## src/rtl/pacote_video.sv

```systemverilog
// Shared frame geometry, pixel format and writer FSM encoding for the frame RAM path.
package pacote_video;

   localparam int unsigned LARGURA_QUADRO   = 320;
   localparam int unsigned ALTURA_QUADRO    = 240;
   localparam int unsigned TOTAL_PIXELS     = LARGURA_QUADRO * ALTURA_QUADRO;
   localparam int unsigned ULTIMO_ENDERECO  = TOTAL_PIXELS - 1;
   localparam int unsigned BITS_PIXEL       = 8;
   localparam int unsigned BITS_COLUNA      = 9;
   localparam int unsigned BITS_LINHA       = 8;
   localparam int unsigned BITS_ENDERECO    = 17;

   typedef enum logic [1:0] {
      OCIOSO     = 2'd0,
      ESCREVENDO = 2'd1,
      FIM        = 2'd2
   } estado_t;

   // Linear address of the last pixel of a frame of the given geometry.
   function automatic int unsigned ultimo_endereco(input int unsigned largura,
                                                   input int unsigned altura);
      return largura * altura - 1;
   endfunction

endpackage

```

## src/rtl/contador_raster.sv

```systemverilog
// x/y/linear-address counters of the next expected pixel in raster order.
module contador_raster
   import pacote_video::*;
#(
   parameter int unsigned LARGURA     = LARGURA_QUADRO,
   parameter int unsigned ALTURA      = ALTURA_QUADRO,
   parameter int unsigned LARGURA_END = BITS_ENDERECO
) (
   input  logic                   clock,
   input  logic                   reset,
   input  logic                   limpar,
   input  logic                   reiniciar,
   input  logic                   incrementar,
   output logic [BITS_COLUNA-1:0] coluna,
   output logic [BITS_LINHA-1:0]  linha,
   output logic [LARGURA_END-1:0] endereco,
   output logic                   ultimo_c
);

   localparam logic [LARGURA_END-1:0] END_ULTIMO = LARGURA_END'(ultimo_endereco(LARGURA, ALTURA));
   localparam logic [BITS_COLUNA-1:0] COL_ULTIMA = BITS_COLUNA'(LARGURA - 1);

   // Current pixel is the last one of the frame.
   assign ultimo_c = (endereco == END_ULTIMO);

   // Clear, restart after pixel 0 was taken, or advance by one pixel.
   always_ff @(posedge clock) begin
      if (!reset) begin
         coluna   <= '0;
         linha    <= '0;
         endereco <= '0;
      end else if (limpar) begin
         coluna   <= '0;
         linha    <= '0;
         endereco <= '0;
      end else if (reiniciar) begin
         coluna   <= BITS_COLUNA'(1);
         linha    <= '0;
         endereco <= LARGURA_END'(1);
      end else if (incrementar) begin
         endereco <= endereco + LARGURA_END'(1);
         if (coluna == COL_ULTIMA) begin
            coluna <= '0;
            linha  <= linha + BITS_LINHA'(1);
         end else begin
            coluna <= coluna + BITS_COLUNA'(1);
         end
      end
   end

endmodule

```

## src/rtl/escritor_quadro_ram.sv

```systemverilog
// Frame RAM writer: takes a valid/ready pixel stream and writes it in raster order to port B.
module escritor_quadro_ram
   import pacote_video::*;
#(
   parameter int unsigned LARGURA     = LARGURA_QUADRO,
   parameter int unsigned ALTURA      = ALTURA_QUADRO,
   parameter int unsigned LARGURA_END = BITS_ENDERECO
) (
   input  logic                   clock,
   input  logic                   reset,
   input  logic                   habilitar,
   input  logic [BITS_PIXEL-1:0]  pixel_entrada,
   input  logic                   pixel_valido,
   input  logic                   inicio_quadro,
   output logic                   pixel_pronto,
   output logic [LARGURA_END-1:0] endereco_ram,
   output logic [BITS_PIXEL-1:0]  dados_ram,
   output logic                   escrita_ram,
   output logic [BITS_COLUNA-1:0] coluna_atual,
   output logic [BITS_LINHA-1:0]  linha_atual,
   output logic                   escrevendo,
   output logic                   quadro_completo,
   output logic                   erro_sincronia
);

   estado_t                estado;
   estado_t                estado_prox;
   logic                   transferencia_c;
   logic                   escreve_c;
   logic                   erro_c;
   logic                   reiniciar_c;
   logic                   incrementar_c;
   logic                   limpar_c;
   logic                   pronto_prox_c;
   logic                   ultimo_c;
   logic [LARGURA_END-1:0] endereco_cont;
   logic [LARGURA_END-1:0] endereco_esc_c;

   assign transferencia_c = pixel_valido && pixel_pronto;

   contador_raster #(
      .LARGURA     (LARGURA),
      .ALTURA      (ALTURA),
      .LARGURA_END (LARGURA_END)
   ) u_contador (
      .clock       (clock),
      .reset       (reset),
      .limpar      (limpar_c),
      .reiniciar   (reiniciar_c),
      .incrementar (incrementar_c),
      .coluna      (coluna_atual),
      .linha       (linha_atual),
      .endereco    (endereco_cont),
      .ultimo_c    (ultimo_c)
   );

   // State register.
   always_ff @(posedge clock) begin
      if (!reset) estado <= OCIOSO;
      else        estado <= estado_prox;
   end

   // Next state, write request and counter control.
   always_comb begin
      estado_prox    = estado;
      escreve_c      = 1'b0;
      erro_c         = 1'b0;
      reiniciar_c    = 1'b0;
      incrementar_c  = 1'b0;
      limpar_c       = 1'b0;
      endereco_esc_c = endereco_cont;
      pronto_prox_c  = 1'b0;

      case (estado)
         OCIOSO: begin
            if (transferencia_c) begin
               if (inicio_quadro) begin
                  escreve_c      = 1'b1;
                  endereco_esc_c = '0;
                  reiniciar_c    = 1'b1;
                  estado_prox    = ESCREVENDO;
               end else begin
                  erro_c = 1'b1;
               end
            end
         end
         ESCREVENDO: begin
            if (transferencia_c) begin
               escreve_c = 1'b1;
               if (inicio_quadro) begin
                  // Early start-of-frame: resynchronise on this pixel.
                  endereco_esc_c = '0;
                  reiniciar_c    = 1'b1;
                  erro_c         = 1'b1;
               end else if (ultimo_c) begin
                  // Clear instead of incrementing so the address never leaves the frame.
                  limpar_c    = 1'b1;
                  estado_prox = FIM;
               end else begin
                  incrementar_c = 1'b1;
               end
            end
         end
         FIM: begin
            limpar_c    = 1'b1;
            estado_prox = OCIOSO;
         end
         default: begin
            limpar_c    = 1'b1;
            estado_prox = OCIOSO;
         end
      endcase

      case (estado_prox)
         OCIOSO:     pronto_prox_c = habilitar;
         ESCREVENDO: pronto_prox_c = 1'b1;
         default:    pronto_prox_c = 1'b0;
      endcase
   end

   // Registered handshake, RAM write port and status pulses.
   always_ff @(posedge clock) begin
      if (!reset) begin
         pixel_pronto    <= 1'b0;
         escrita_ram     <= 1'b0;
         endereco_ram    <= '0;
         dados_ram       <= '0;
         escrevendo      <= 1'b0;
         quadro_completo <= 1'b0;
         erro_sincronia  <= 1'b0;
      end else begin
         pixel_pronto    <= pronto_prox_c;
         escrita_ram     <= escreve_c;
         if (escreve_c) begin
            endereco_ram <= endereco_esc_c;
            dados_ram    <= pixel_entrada;
         end
         escrevendo      <= (estado_prox == ESCREVENDO);
         quadro_completo <= (estado_prox == FIM);
         erro_sincronia  <= erro_c;
      end
   end

endmodule
```

## config.mk

```make
export PLATFORM = sky130hd
export DESIGN_NAME = escritor_quadro_ram
export DESIGN_NICKNAME = d
export VERILOG_FILES = /design/src/rtl/pacote_video.sv /design/src/rtl/contador_raster.sv /design/src/rtl/escritor_quadro_ram.sv
export SDC_FILE = /design/constraint.sdc
export NUM_CORES = 1
export LEC_CHECK = 0
export ABC_CLOCK_PERIOD_IN_PS = 6500
export CAP_MARGIN = 5
export CORE_ASPECT_RATIO = 0.9
export CORE_MARGIN = 5
export CORE_UTILIZATION = 54
export CTS_BUF_LIST = sky130_fd_sc_hd__clkbuf_4 sky130_fd_sc_hd__clkbuf_8 sky130_fd_sc_hd__clkbuf_16
export CTS_CLUSTER_DIAMETER = 40
export DETAILED_ROUTE_END_ITERATION = 12
export PLACE_DENSITY = 0.94
export RECOVER_POWER = 100
export SYNTH_ARGS = -nofsm -noshare
export SYNTH_HDL_FRONTEND = slang
export SYNTH_HIERARCHICAL = 1
export SYNTH_SLANG_ARGS = --single-unit
```

## constraint.sdc

```tcl
create_clock -name clock -period 6.5 [get_ports clock]
set_clock_uncertainty 0.15 [all_clocks]
set_input_delay 1.95 -clock clock [delete_from_list [all_inputs] [get_ports clock]]
set_output_delay 1.95 -clock clock [all_outputs]
set_load 0.03 [all_outputs]
```

==> flow_summary.json, run 1 <==
{
  "status": "complete, but fails checks",
  "violations": "max-capacitance violations, max-slew violations",
  "cts_root_buf": "clkbuf_8",
  "grt_overflow": 0,
  "die_h_um": 77.7,
  "worstSetupPathType": "in2reg",
  "clkSinkCount": 66,
  "cp-end-kind": "flop",
  "cts_tree": "built",
  "post_cts_resized": 0,
  "finalPower_uw": 735,
  "clk_pin_slew_worst_paths_ns": 0.06,
  "die_x_um": 85.2,
  "final-seq-area_sq_um": 1320,
  "period_share_pct": 76.0,
  "gp_congestion": 0.841,
  "power_frac_seq_pct": 55.7,
  "track_usage_pct": 19.4,
  "antenna_found_initial": 0,
  "htree_num_levels": 3,
  "vdd_ir_drop_max_mv": 0.202,
  "dp_cells": 404,
  "fin_nets": 366,
  "vias": 2371,
  "final_antenna_net_count": 0,
  "power.share.clock_pct": 39.5,
  "p_sw_uw": 166,
  "grt_pass1_vias": 2301,
  "fin_area_sq_um": 3480,
  "placed_area_sq_um": 3330,
  "setup_viol": 0,
  "critPathLaunchType": "input pin",
  "final_max_slew_viol_count": 34,
  "io-pin-count": 60,
  "leakagePower_uw": 0.00138,
  "portBuffers": 59,
  "drc": 0,
  "power_density_nw_per_um2": 212,
  "diodes": 0,
  "p_comb_share_pct": 4.8,
  "hold_viol": 0,
  "rsz0062_at_grt": "no",
  "drt-pass1-iter-count": 4,
  "numCtsBuffers": 9,
  "max_cap_viol_count": 1,
  "critPathMaxFanout": 33,
  "avgSynthCellArea_sq_um": 9.37,
  "die_area_sq_um": 6610,
  "yosysSeqAreaShare_pct": 48.1,
  "layout_commonest_cell": "dfxtp_1",
  "slew_headroom_pct": -15.3,
  "stdcell_count": 418,
  "drt-vias-per-instance": 5.67,
  "period_minus_slack_ns": 4.94,
  "setup_tns_ns": 0,
  "drtIter0Drc": 166,
  "grt_max_degree": 34,
  "core_area_sq_um": 4890,
  "cts.path.max_buffers": 2,
  "start_util_pct": 56.1,
  "fmax_mhz": 202,
  "p_sw_share_pct": 22.6,
  "synthCells": 293,
  "grt_pass1_wl_mm": 10.4,
  "hpwl_mm": 4.44,
  "worstPathArrival_ns": 5.02,
  "netlist_area_sq_um": 2750,
  "post-cts-setup-buffer-count": 0,
  "cp_data_required_time_ns": 6.58,
  "final_cell_mix": "dfxtp_1, dlygate4sd3_1, nand2_1",
  "n_fill_cell": 336,
  "wl_per_cell_um": 14.9,
  "cts_hold_buf": 0,
  "areaGrowthSynthToFinish_pct": 26.6,
  "drive_gt1_share_pct": 8.50,
  "tightest_slew_ns": 1.73,
  "clock_latency_ns": 0.33,
  "syn-num-nets": 309,
  "rows": 24,
  "hold_path.class": "reg2reg",
  "drt-total-wl_mm": 6.24,
  "p_int_uw": 569,
  "ys_types": 43,
  "multi_input_area_sq_um": 1290,
  "ys_warn_count": 6,
  "yosys_register_bits": 66
}
-- critical path, stage by stage --
cell           delay [ns]
dlygate4sd3_1        0.56
and3b_1              0.29
and3_1               0.25
or2_2                0.13
nand2b_1             0.14
or2_0                1.29
a311oi_1             0.12
a41o_1               0.28
-- path summary, 6_finish.rpt --
check / from / endpoint / slack (ns) / cells past startpoint
hold reg to reg: dados_ram[5] / dados_ram[5] / 0.30 / 2
setup reg to reg: u_contador/endereco[3] / u_contador/endereco[16] / 2.64 / 8
hold / removal: dados_ram[5] / dados_ram[5] / 0.30 / 2
setup / recovery: pixel_valido / u_contador/endereco[16] / 1.56 / 8
-- synthesized netlist by cell type, drive strengths merged --
library cell / count / area, sq um
dfxtp: 66 / 1320
nand2: 32 / 120
nor2: 26 / 97.6
a22o: 17 / 158
a21oi: 15 / 86.3
nor3: 14 / 70.1
xnor2: 13 / 114
mux2i: 10 / 100
nand3: 10 / 50.1
inv: 9 / 33.8
nand4: 9 / 56.3
nor4: 8 / 50.1
xor2: 8 / 70.1
and3: 7 / 51.3
clkbuf: 7 / 26.3
buf: 6 / 58.8
o21ai: 6 / 30.0
or3: 5 / 31.3
and2: 4 / 27.5
ha: 3 / 37.5
or2: 3 / 18.8
and2b: 2 / 16.3
and3b: 2 / 18.8
or4: 2 / 18.8
a2111oi: 1 / 15.0
a311oi: 1 / 8.76
a41o: 1 / 10.0
a41oi: 1 / 8.76
nand2b: 1 / 6.26
nor3b: 1 / 7.51
nor4b: 1 / 8.76
o31ai: 1 / 7.51
or3b: 1 / 11.3
-- sequential cells by signal (all words and copies together), names as in the netlist --
register / count
escrevendo: 1
dados_ram: 8
erro_sincronia: 1
u_contador/linha: 8
quadro_completo: 1
u_contador/endereco: 17
escrita_ram: 1
pixel_pronto: 1
estado: 2
endereco_ram: 17
u_contador/coluna: 9
-- layer usage --
metal / up-vias / share of wire (%) / global-route usage (%)
met2: 85 / 50 / 32.5
met1: 1134 / 42 / 22.9
met4: 0 / 1.1 / 6.96
met5: - / 0 / 0
li1: 1146 / - / -
met3: 6 / 6.9 / 6.99
-- power by group through the flow --
stage	clock network, uW	registers (uW)	logic [uW]
after CTS	296	410	37.9
final	291	410	34.9
after floorplan	0	424	18.1
after global routing	320	410	38.1
after detailed placement	0	419	37.6
after global placement	0	419	36.2
-- metrics by stage --
step	hold WS, ns	utilization [%]	setup WS, ns
after floorplan	0.313	-	2.64
after global placement	0.293	68.1	1.89
after detailed placement	0.303	68.1	1.79
after CTS	0.312	71.4	2.12
after global routing	0.330	71.0	1.26
final	0.303	71.0	1.56
-- cell families after synthesis --
| logic type | count (synthesis) | share of synthesized area, % |
|---|---|---|
| AOI/OAI and AO/OA | 43 | 11.8 |
| DFF | 66 | 48.1 |
| buffers and inverters | 22 | 4.33 |
| and+or+nand+nor | 128 | 24.1 |
| muxes | 10 | 3.64 |
| xor gates and xnor gates | 21 | 6.70 |
| adders and majority gates | 3 | 1.37 |
-- layout make-up --
type                    instances  share of cell area [%]
inverters                       9                   0.972
flip-flops and latches         66                    38.0
multi-input cells             205                    37.0
well taps                      65                    2.34
clock buffers                  11                    4.18
clock inverters                 3                   0.504
repair buffers                 59                    17.0
Power figures use the tool's default switching activity.
==> run 2, diff against run 1 <==
--- a/config.mk
+++ b/config.mk
@@ -5,15 +5,15 @@
 export SDC_FILE = /design/constraint.sdc
 export NUM_CORES = 1
 export LEC_CHECK = 0
-export ABC_CLOCK_PERIOD_IN_PS = 6500
+export ABC_CLOCK_PERIOD_IN_PS = 5200
 export CAP_MARGIN = 5
 export CORE_ASPECT_RATIO = 0.9
 export CORE_MARGIN = 5
-export CORE_UTILIZATION = 54
+export CORE_UTILIZATION = 50
 export CTS_BUF_LIST = sky130_fd_sc_hd__clkbuf_4 sky130_fd_sc_hd__clkbuf_8 sky130_fd_sc_hd__clkbuf_16
 export CTS_CLUSTER_DIAMETER = 40
 export DETAILED_ROUTE_END_ITERATION = 12
-export PLACE_DENSITY = 0.94
+export PLACE_DENSITY = 0.89
 export RECOVER_POWER = 100
 export SYNTH_ARGS = -nofsm -noshare
 export SYNTH_HDL_FRONTEND = slang
==> constraint.sdc (replaced) <==
create_clock -name clock -period 5.2 [get_ports clock]
set_clock_uncertainty 0.15 [all_clocks]
set_input_delay 1.56 -clock clock [delete_from_list [all_inputs] [get_ports clock]]
set_output_delay 1.56 -clock clock [all_outputs]
set_load 0.03 [all_outputs]
==> run 2 against run 1 <==
- the run now ends clean
- count of clock-buffer cells in the layout increased by 2
- sequential share of layout area decreased by 0.16 points
- final cell count increased by 1.2%
- register-to-register slack got worse by 0.55 ns
==> flow_summary.json, run 2 (synthesized netlist as in run 1, its figures left out) <==
{
  "status": "completed",
  "leakagePower_uw": 0.00140,
  "critical_path.top_delay_family": "simple AND/OR/NAND/NOR gates",
  "die_area_sq_um": 7080,
  "clkSinkCount": 66,
  "rows": 25,
  "clk_pin_slew_worst_paths_ns": 0.07,
  "numCtsBuffers": 9,
  "pre_cts_ws_ns": 0.888,
  "cp_common_cell": "and3b_1",
  "layout_commonest_cell": "dfxtp_1",
  "critPathMaxFanout": 13,
  "final_antenna_net_count": 0,
  "grt_max_degree": 34,
  "tightest_slew_ns": 1.29,
  "antenna_found_initial": 0,
  "reg_top3": "endereco_ram: 17 flops, u_contador/endereco: 17 flops, u_contador/coluna: 9 flops",
  "period_share_pct": 81.5,
  "cts.path.max_buffers": 2,
  "track_usage_pct": 18.0,
  "hold_viol": 0,
  "die_h_um": 80.3,
  "cts_tree": "built",
  "vdd_ir_drop_max_mv": 0.240,
  "rsz0062_at_grt": "no",
  "n_fill_cell": 432,
  "grt_pass1_wl_mm": 9.83,
  "power_density_nw_per_um2": 267,
  "drt-pass1-iter-count": 4,
  "hpwl_mm": 4.13,
  "cp_data_required_time_ns": 5.31,
  "cp_cell_sequence": "dlygate4sd3_1, and3b_1, and3b_1, nand3_1, or4_1, or3_1, a21oi_1",
  "portBuffers": 59,
  "slew_headroom_pct": 13.8,
  "drt-vias-per-instance": 5.41,
  "drive_gt1_share_pct": 8.99,
  "final_util_pct": 66.0,
  "cts_hold_buf": 0,
  "max_cap_viol_count": 0,
  "diodes": 0,
  "setup_tns_ns": 0,
  "wl_per_cell_um": 13.7,
  "worstPathArrival_ns": 4.35,
  "core_area_sq_um": 5290,
  "worstSetupPathType": "in2reg",
  "drt-total-wl_mm": 5.79,
  "io-pin-count": 60,
  "grt_overflow": 0,
  "drtIter0Drc": 101,
  "crit_buf_inv": 1,
  "post_cts_resized": 0,
  "critPathLaunchType": "input pin",
  "final_cell_mix": "dfxtp_1, dlygate4sd3_1, nand2_1",
  "gp_congestion": 0.834,
  "hold_path.class": "reg2reg",
  "die_x_um": 88.1,
  "cts_root_buf": "clkbuf_8",
  "period_minus_slack_ns": 4.24,
  "critical_path.max_stage_delay_ns": 0.63,
  "htree_num_levels": 3,
  "areaGrowthSynthToFinish_pct": 27.1,
  "fin_nets": 367,
  "drc": 0,
  "vias": 2288,
  "setup_viol": 0,
  "post-cts-setup-buffer-count": 0,
  "final_max_slew_viol_count": 0,
  "start_util_pct": 52.0,
  "cp-end-kind": "flop",
  "clock_latency_ns": 0.34,
  "fmax_mhz": 236,
  "grt_pass1_vias": 2211,
  "crit_slowest_cell": "or4_1",
  "setup_ws_ns": 0.963
}
[run 2: per-stage QoR]
step           total power [uW]  instances  hold WS (ns)  area (sq um)
3_5_place_dp                571        407         0.306          3340
2_1_floorplan               552        293         0.313          2750
3_3_place_gp                569        407         0.292          3340
5_1_grt                     975        423         0.340          3490
4_1_cts                     951        423         0.315          3520
6_report                    933        423         0.306          3490
[run 2: worst paths after layout]
kind | from | to | slack [ns] | cells after the start
worst max-delay path | pixel_valido | u_contador/linha[7] | 0.96 | 7
worst min-delay path | dados_ram[2] | dados_ram[2] | 0.31 | 2
worst max register to register | u_contador/endereco[4] | u_contador/linha[7] | 2.09 | 7
worst min register to register | dados_ram[2] | dados_ram[2] | 0.31 | 2
[run 2: worst min-delay path: cells and delay by family (launching register included)]
family | cells | cell delay [ns]
AND/OR/NAND/NOR | 1 | 0.05
flip-flops | 1 | 0.31
multiplexers | 1 | 0.05
[run 2: layout make-up]
class                   count  area (sq um)  share of cell area [%]
flip-flops and latches     66          1320                    37.8
multi-input cells         205          1280                    36.7
repair buffers             60           594                    17.0
clock buffers              13           160                    4.59
well taps                  67          83.8                    2.40
inverters                   9          33.8                   0.968
clock inverters             3          15.0                   0.430
[run 2: routing by layer]
metal	routed length, um	up-vias	global-route usage (%)
met5	0	-	0
met4	66	0	6.50
met3	340	8	8.31
met2	2780	71	29.4
met1	2610	1052	20.6
li1	-	1157	-
[run 2: power by group]
part           switching, uW  internal, uW  total [uW]
registers               2.68           509         512
logic                   25.6          17.8        43.4
clock network            178           200         378
